--- src/rtl/alu_pkg.sv ---
// Shared definitions for the ALU round-robin scheduler: ALU opcodes and FSM state encodings.
package alu_pkg;

    localparam logic [1:0] OP_ADD = 2'b00;
    localparam logic [1:0] OP_MUL = 2'b01;
    localparam logic [1:0] OP_OR  = 2'b10;
    localparam logic [1:0] OP_AND = 2'b11;

    typedef enum logic [1:0] {
        S_IDLE = 2'd0,
        S_WAIT = 2'd1,
        S_RESP = 2'd2
    } state_t;

endpackage

--- src/rtl/alu_rr_scheduler_arbiter.sv ---
// Combinational round-robin picker: grants the first asserted request at or after ptr,
// wrapping modulo N_REQ.
module rr_arbiter #(
    parameter int N_REQ = 4,
    parameter int IW    = $clog2(N_REQ)
) (
    input  logic [N_REQ-1:0] req,
    input  logic [IW-1:0]    ptr,
    output logic [N_REQ-1:0] grant,
    output logic [IW-1:0]    grant_idx,
    output logic             grant_valid
);

    logic [IW-1:0] idx;

    always_comb begin
        grant       = '0;
        grant_idx   = '0;
        grant_valid = 1'b0;
        idx         = '0;
        for (int k = 0; k < N_REQ; k++) begin
            idx = IW'((int'(ptr) + k) % N_REQ);
            if (!grant_valid && req[idx]) begin
                grant[idx]  = 1'b1;
                grant_idx   = idx;
                grant_valid = 1'b1;
            end
        end
    end

endmodule

--- src/rtl/alu_rr_scheduler.sv ---
// Shares one registered ALU among N_REQ requesters: round-robin accept, wait out the ALU
// latency, then return the tagged result on a valid/ready response channel.
module alu_rr_scheduler #(
    parameter int N_REQ   = 4,
    parameter int DW      = 4,
    parameter int RW      = 8,
    parameter int ALU_LAT = 2,
    parameter int IW      = $clog2(N_REQ)
) (
    input  logic                clk,
    input  logic                rst,
    input  logic [N_REQ-1:0]    req_valid,
    input  logic [N_REQ*DW-1:0] req_a,
    input  logic [N_REQ*DW-1:0] req_b,
    input  logic [N_REQ*2-1:0]  req_op,
    output logic [N_REQ-1:0]    req_ready,
    output logic [DW-1:0]       alu_a,
    output logic [DW-1:0]       alu_b,
    output logic [1:0]          alu_opcode,
    input  logic [RW-1:0]       alu_result,
    output logic                rsp_valid,
    output logic [IW-1:0]       rsp_id,
    output logic [RW-1:0]       rsp_data,
    input  logic                rsp_ready,
    output logic                busy
);

    import alu_pkg::*;

    localparam int CW = $clog2(ALU_LAT + 1);

    state_t            state;
    logic [IW-1:0]     ptr;
    logic [CW-1:0]     cnt;
    logic [N_REQ-1:0]  grant;
    logic [IW-1:0]     grant_idx;
    logic              grant_valid;

    rr_arbiter #(
        .N_REQ(N_REQ),
        .IW   (IW)
    ) u_arb (
        .req        (req_valid),
        .ptr        (ptr),
        .grant      (grant),
        .grant_idx  (grant_idx),
        .grant_valid(grant_valid)
    );

    // Grants are only offered while idle and out of reset, so an accept always means a transfer.
    assign req_ready = (rst && state == S_IDLE) ? grant : '0;
    assign busy      = (state != S_IDLE);

    always_ff @(posedge clk) begin
        if (!rst) begin
            state      <= S_IDLE;
            ptr        <= '0;
            cnt        <= '0;
            alu_a      <= '0;
            alu_b      <= '0;
            alu_opcode <= '0;
            rsp_valid  <= 1'b0;
            rsp_id     <= '0;
            rsp_data   <= '0;
        end else begin
            case (state)
                S_IDLE: begin
                    if (grant_valid) begin
                        alu_a      <= req_a[int'(grant_idx)*DW +: DW];
                        alu_b      <= req_b[int'(grant_idx)*DW +: DW];
                        alu_opcode <= req_op[int'(grant_idx)*2 +: 2];
                        rsp_id     <= grant_idx;
                        ptr        <= (grant_idx == IW'(N_REQ-1)) ? '0 : grant_idx + 1'b1;
                        cnt        <= '0;
                        state      <= S_WAIT;
                    end
                end
                S_WAIT: begin
                    // The ALU result becomes valid ALU_LAT edges after the operands were latched.
                    if (cnt == CW'(ALU_LAT)) begin
                        rsp_data  <= alu_result;
                        rsp_valid <= 1'b1;
                        state     <= S_RESP;
                    end else begin
                        cnt <= cnt + 1'b1;
                    end
                end
                S_RESP: begin
                    if (rsp_ready) begin
                        rsp_valid <= 1'b0;
                        state     <= S_IDLE;
                    end
                end
                default: state <= S_IDLE;
            endcase
        end
    end

endmodule
--- config.mk ---
export PLATFORM = sky130hd
export DESIGN_NAME = alu_rr_scheduler
export DESIGN_NICKNAME = d
export VERILOG_FILES = /design/src/rtl/alu_pkg.sv /design/src/rtl/alu_rr_scheduler_arbiter.sv /design/src/rtl/alu_rr_scheduler.sv
export SDC_FILE = /design/constraint.sdc
export NUM_CORES = 1
export LEC_CHECK = 0
export ABC_CLOCK_PERIOD_IN_PS = 3300
export CELL_PAD_IN_SITES_DETAIL_PLACEMENT = 0
export CELL_PAD_IN_SITES_GLOBAL_PLACEMENT = 1
export CORE_MARGIN = 4
export CORE_UTILIZATION = 30
export CTS_CLUSTER_SIZE = 20
export DETAILED_ROUTE_END_ITERATION = 7
export PLACE_DENSITY = 0.87
export SYNTH_ARGS = -nofsm -noshare
export SYNTH_HDL_FRONTEND = slang
export SYNTH_SLANG_ARGS = --single-unit
--- constraint.sdc ---
create_clock -name clk -period 3.3 [get_ports clk]
set_clock_uncertainty 0.1 [all_clocks]
set_input_delay 0.33 -clock clk [delete_from_list [all_inputs] [get_ports clk]]
set_output_delay 0.33 -clock clk [all_outputs]
set_load 0.02 [all_outputs]
==> results_tabular.tex <==
\begin{tabular}{lr}
\hline
Metric & Value \\
\hline
\multicolumn{2}{l}{\textbf{Run status}} \\
\quad Status & finished clean \\
\multicolumn{2}{l}{\textbf{Synth}} \\
\quad Number of storage elements in the synthesis netlist & 27 \\
\quad Biggest area contributors in the synthesized netlist & dfxtp\_1 30\%, mux2i\_1 16\%, ha\_1 5.6\% \\
\quad Number of instances in the synthesized netlist & approximately 200 \\
\quad Post-synth top area cell & dfxtp\_1 \\
\quad Proportion of synthesized chip area in sequential cells & about 30\% \\
\quad Synth warn & 0 \\
\quad Synthesized net count & approximately 260 \\
\quad Yosys top cell area share & between 30\% and 40\% \\
\quad Most numerous cell types in the synthesized netlist & 29 x mux2i\_1, 27 x dfxtp\_1, 20 x nand2\_1, 15 x nor2\_1 \\
\quad Async set-or-reset flop fraction in the synthesized netlist & 0\% \\
\quad Mean instance size in the synthesized netlist & approximately 9 sq um \\
\quad Most used flip-flop cell after synthesis & dfxtp\_1 \\
\quad Post-synth EDFFs & 0 \\
\quad Cell with the most instances after synthesis & mux2i\_1 \\
\quad Cell variety after synth & 45 \\
\quad Area of the mapped netlist & approximately 1800 sq um \\
\multicolumn{2}{l}{\textbf{Route}} \\
\quad Number of antenna-violating nets in the routed design & 0 \\
\quad Length of the first detailed-routing pass in iterations & 4 \\
\quad Wire length reported by the detailed router & approximately 4.6 mm \\
\quad Average vias per placed instance & a little over 5 \\
\quad Routed wire per std cell & about 13 um \\
\quad Number of design rule violations left after detail routing & 0 \\
\quad Iteration-0 DRC Markers & around 120 \\
\quad DR vias & about 1800 \\
\multicolumn{2}{l}{\textbf{Setup path}} \\
\quad Worst path required time & $\sim$2900 ps \\
\quad Element type at the critical path start & flop \\
\quad Start of the worst register-to-register path & ptr[0] \\
\quad R2R depth & 10 \\
\quad Gate family responsible for the most delay along the worst path & simple AND/OR/NAND/NOR gates \\
\quad Buffers \& Inverters on Critical Path & 3 \\
\quad Standard cell with the maximum stage delay on the critical path & or3b\_2 \\
\quad Worst path cell trace & inv\_1, ha\_1, or3b\_2, o21ai\_0, a32oi\_1, o21ai\_0, buf\_4, a221oi\_1, nor2\_1, dlymetal6s2s\_1 \\
\quad Cell seen most often among critical-path stages & o21ai\_0 \\
\quad Reg-to-reg setup timing slack & 580 ps \\
\quad Kind of end point of the critical path & output pin \\
\quad Largest stage delay on the critical path & roughly 460 ps \\
\quad Peak fanout along the critical path & 4 \\
\quad Setup CP Type & reg2out \\
\quad Terminus of the critical flop-to-flop path & alu\_a[3] \\
\quad Worst endpoint data arrival time & 2400 ps \\
\multicolumn{2}{l}{\textbf{Clock network}} \\
\quad Clk slew on worst S/H paths & 90 ps \\
\quad CTS Root Cell & clkbuf\_8 \\
\quad Worst skew pair latency & 270 ps \\
\quad TritonCTS clock tree & yes \\
\quad Number of clock sinks & 27 \\
\quad TritonCTS Buffers & 3 \\
\quad Clock Tree Buf Depth & 2 \\
\quad H-tree depth & 1 \\
\multicolumn{2}{l}{\textbf{Die}} \\
\quad Die extent in y & approximately 85 um \\
\quad Top-Level Pins & between 80 and 90 \\
\quad Total number of placement rows & 27 \\
\quad Total Die Area & between 7000 and 8000 sq um \\
\quad Starting density of the core & roughly a third \\
\quad Die Width & approximately 85 um \\
\quad Core Box Area & between 5000 and 6000 sq um \\
\multicolumn{2}{l}{\textbf{Power}} \\
\quad PD cells & 598 nW/um\^{}2 \\
\quad Peak supply drop & 0.000260 V \\
\quad Total power of the final layout & between 1.5 and 2 mW \\
\quad Cell leakage power & roughly 1.2 nW \\
\multicolumn{2}{l}{\textbf{Timing}} \\
\quad Max Fclk & 0.354 GHz \\
\quad Slew Limit Headroom & between 60\% and 70\% \\
\quad Setup repair after global routing missed its margin & false \\
\quad Ratio of final minimum period to clock period & 85.6\% \\
\quad Worst setup slack after layout & about 470 ps \\
\quad Number of endpoints failing setup at the final stage & 0 \\
\quad Sum of negative setup slack & 0 ps \\
\quad Slew at the pin with the worst max-slew slack & approximately 540 ps \\
\quad Fin. Hold Viols & 0 \\
\quad Time the worst path needs with I/O delays and setup & between 2000 and 3000 ps \\
\quad Number of max-slew violations in the final report & 0 \\
\multicolumn{2}{l}{\textbf{Layout}} \\
\quad Number of inserted diodes & 0 \\
\quad Layout overhead on the synthesized area & 52.7\% \\
\quad Post-route cell area & between 2000 and 3000 sq um \\
\quad Ratio of cells with drive above 1 in the final layout & $\sim$7.5\% \\
\quad Share of the core filled with cells & roughly half \\
\quad Final Net Count & 344 \\
\multicolumn{2}{l}{\textbf{Job}} \\
\quad Max-cap violations & 0 \\
\multicolumn{2}{l}{\textbf{Global route}} \\
\quad Pin count of the biggest net entering global routing & 22 \\
\quad Grt ovf & 0 \\
\quad Wire length of the first global-routing pass & roughly 7.6 mm \\
\quad Via count of the first global-routing pass & 1699 \\
\quad Combined global-route utilization of all metal layers & about an eighth \\
\quad Antenna violations before repair & 0 \\
\multicolumn{2}{l}{\textbf{Worst hold path}} \\
\quad Path type of the worst min-delay path & reg2reg \\
\quad Hold worst-path end & alu\_b[3] \\
\quad Cells on Worst Hold Path & 2 \\
\quad Hold wc startpoint & alu\_b[3] \\
\multicolumn{2}{l}{\textbf{Place}} \\
\quad DP Worst Slack & between 150 and 200 ps \\
\quad Cell Area, Placed & $\sim$2700 sq um \\
\quad Half-perimeter wire length after placement & $\sim$3.6 mm \\
\quad Quantity of I/O buffers inserted on ports & 80 \\
\quad Routability congestion estimate from global placement & a little under 0.8 \\
\hline
\end{tabular}
## metrics by stage
step | hold slack [ps] | std cells
2_1_floorplan | 388 | 201
5_1_grt | 391 | 352
6_report | 373 | 352
3_5_place_dp | 348 | 348
4_1_cts | 376 | 352
3_3_place_gp | 345 | 348
## worst max-delay path by stage
stage | start | endpoint | slack [ps] | cells past startpoint
6_report | ptr[0] | req_ready[2] | 470 | 10
5_1_grt | ptr[0] | req_ready[2] | 320 | 10
4_1_cts | ptr[0] | req_ready[2] | 70 | 10
3_5_place_dp | req_valid[0] | req_ready[2] | 190 | 9
3_3_place_gp | req_valid[0] | req_ready[2] | 250 | 9
2_1_floorplan | ptr[0] | req_ready[0] | 180 | 11
## report_power, final
group / switching, mW / internal [mW]
logic: 0.521 / 0.495
registers: 0.0351 / 0.396
clock network: 0.105 / 0.0856
total: 0.661 / 0.977
## sequential cells by signal (all words and copies together), names as in the netlist
name and cells:
alu_a 4, alu_b 4, alu_opcode 2, cnt 2, ptr 2, rsp_data 8
rsp_id 2, rsp_valid 1, state 2
## placed cells by master, fill, tap and decap left out, types with 4 or more instances in the layout
master,netlist,routed
dfxtp_1,27,27
nand2_1,20,20
a21boi_0,4,4
inv_1,6,6
mux2i_1,29,29
clkdlybuf4s50_1,0,76
a22oi_1,4,4
nand3_1,5,5
dlymetal6s2s_1,0,4
nor2b_1,9,9
o221ai_1,9,9
nor2_1,15,15
a221oi_1,4,4
o21ai_0,7,7
and2_1,4,4
buf_4,0,10
ha_1,8,8
## cell families after synthesis
family,after synthesis,synth area share (%)
flip-flops,27,30.1
adder cells (fa/ha/maj),8,5.58
multiplexers,32,19.9
XOR/XNOR,1,0.488
AO/OA/AOI/OAI,41,17.4
buffers and inverters,21,6.00
AND/OR/NAND/NOR,71,20.5
## metal layers
layer / track usage [%] / wire (um)
met4: 1.29 / 0
met5: 0 / 0
met3: 4.66 / 434
met2: 22.4 / 2260
met1: 14.4 / 1950
## area by class of cell
type                    instances  area [sq um]
clock inverters                 1          7.51
flip-flops and latches         27           541
multi-input cells             153          1150
repair buffers                 90           886
inverters                       6          22.5
fillers                       553          2900
well taps                      72          90.1
clock buffers                   3          41.3
## timing repair
item	CTS	global route
setup buffers	0	0
endpoints found under the setup margin	0	4
hold buffers	0	0
resized for setup	0	5
## worst register-to-register path: stages (launching register included)
cell and delay (ps):
dfxtp_1 350, inv_1 70, ha_1 310, buf_4 180
mux4_2 320, o21ba_1 170, nor3_1 230, or2_1 150
buf_4 310, mux2i_1 270, o221ai_1 140
(Power assumes the default switching activity.)
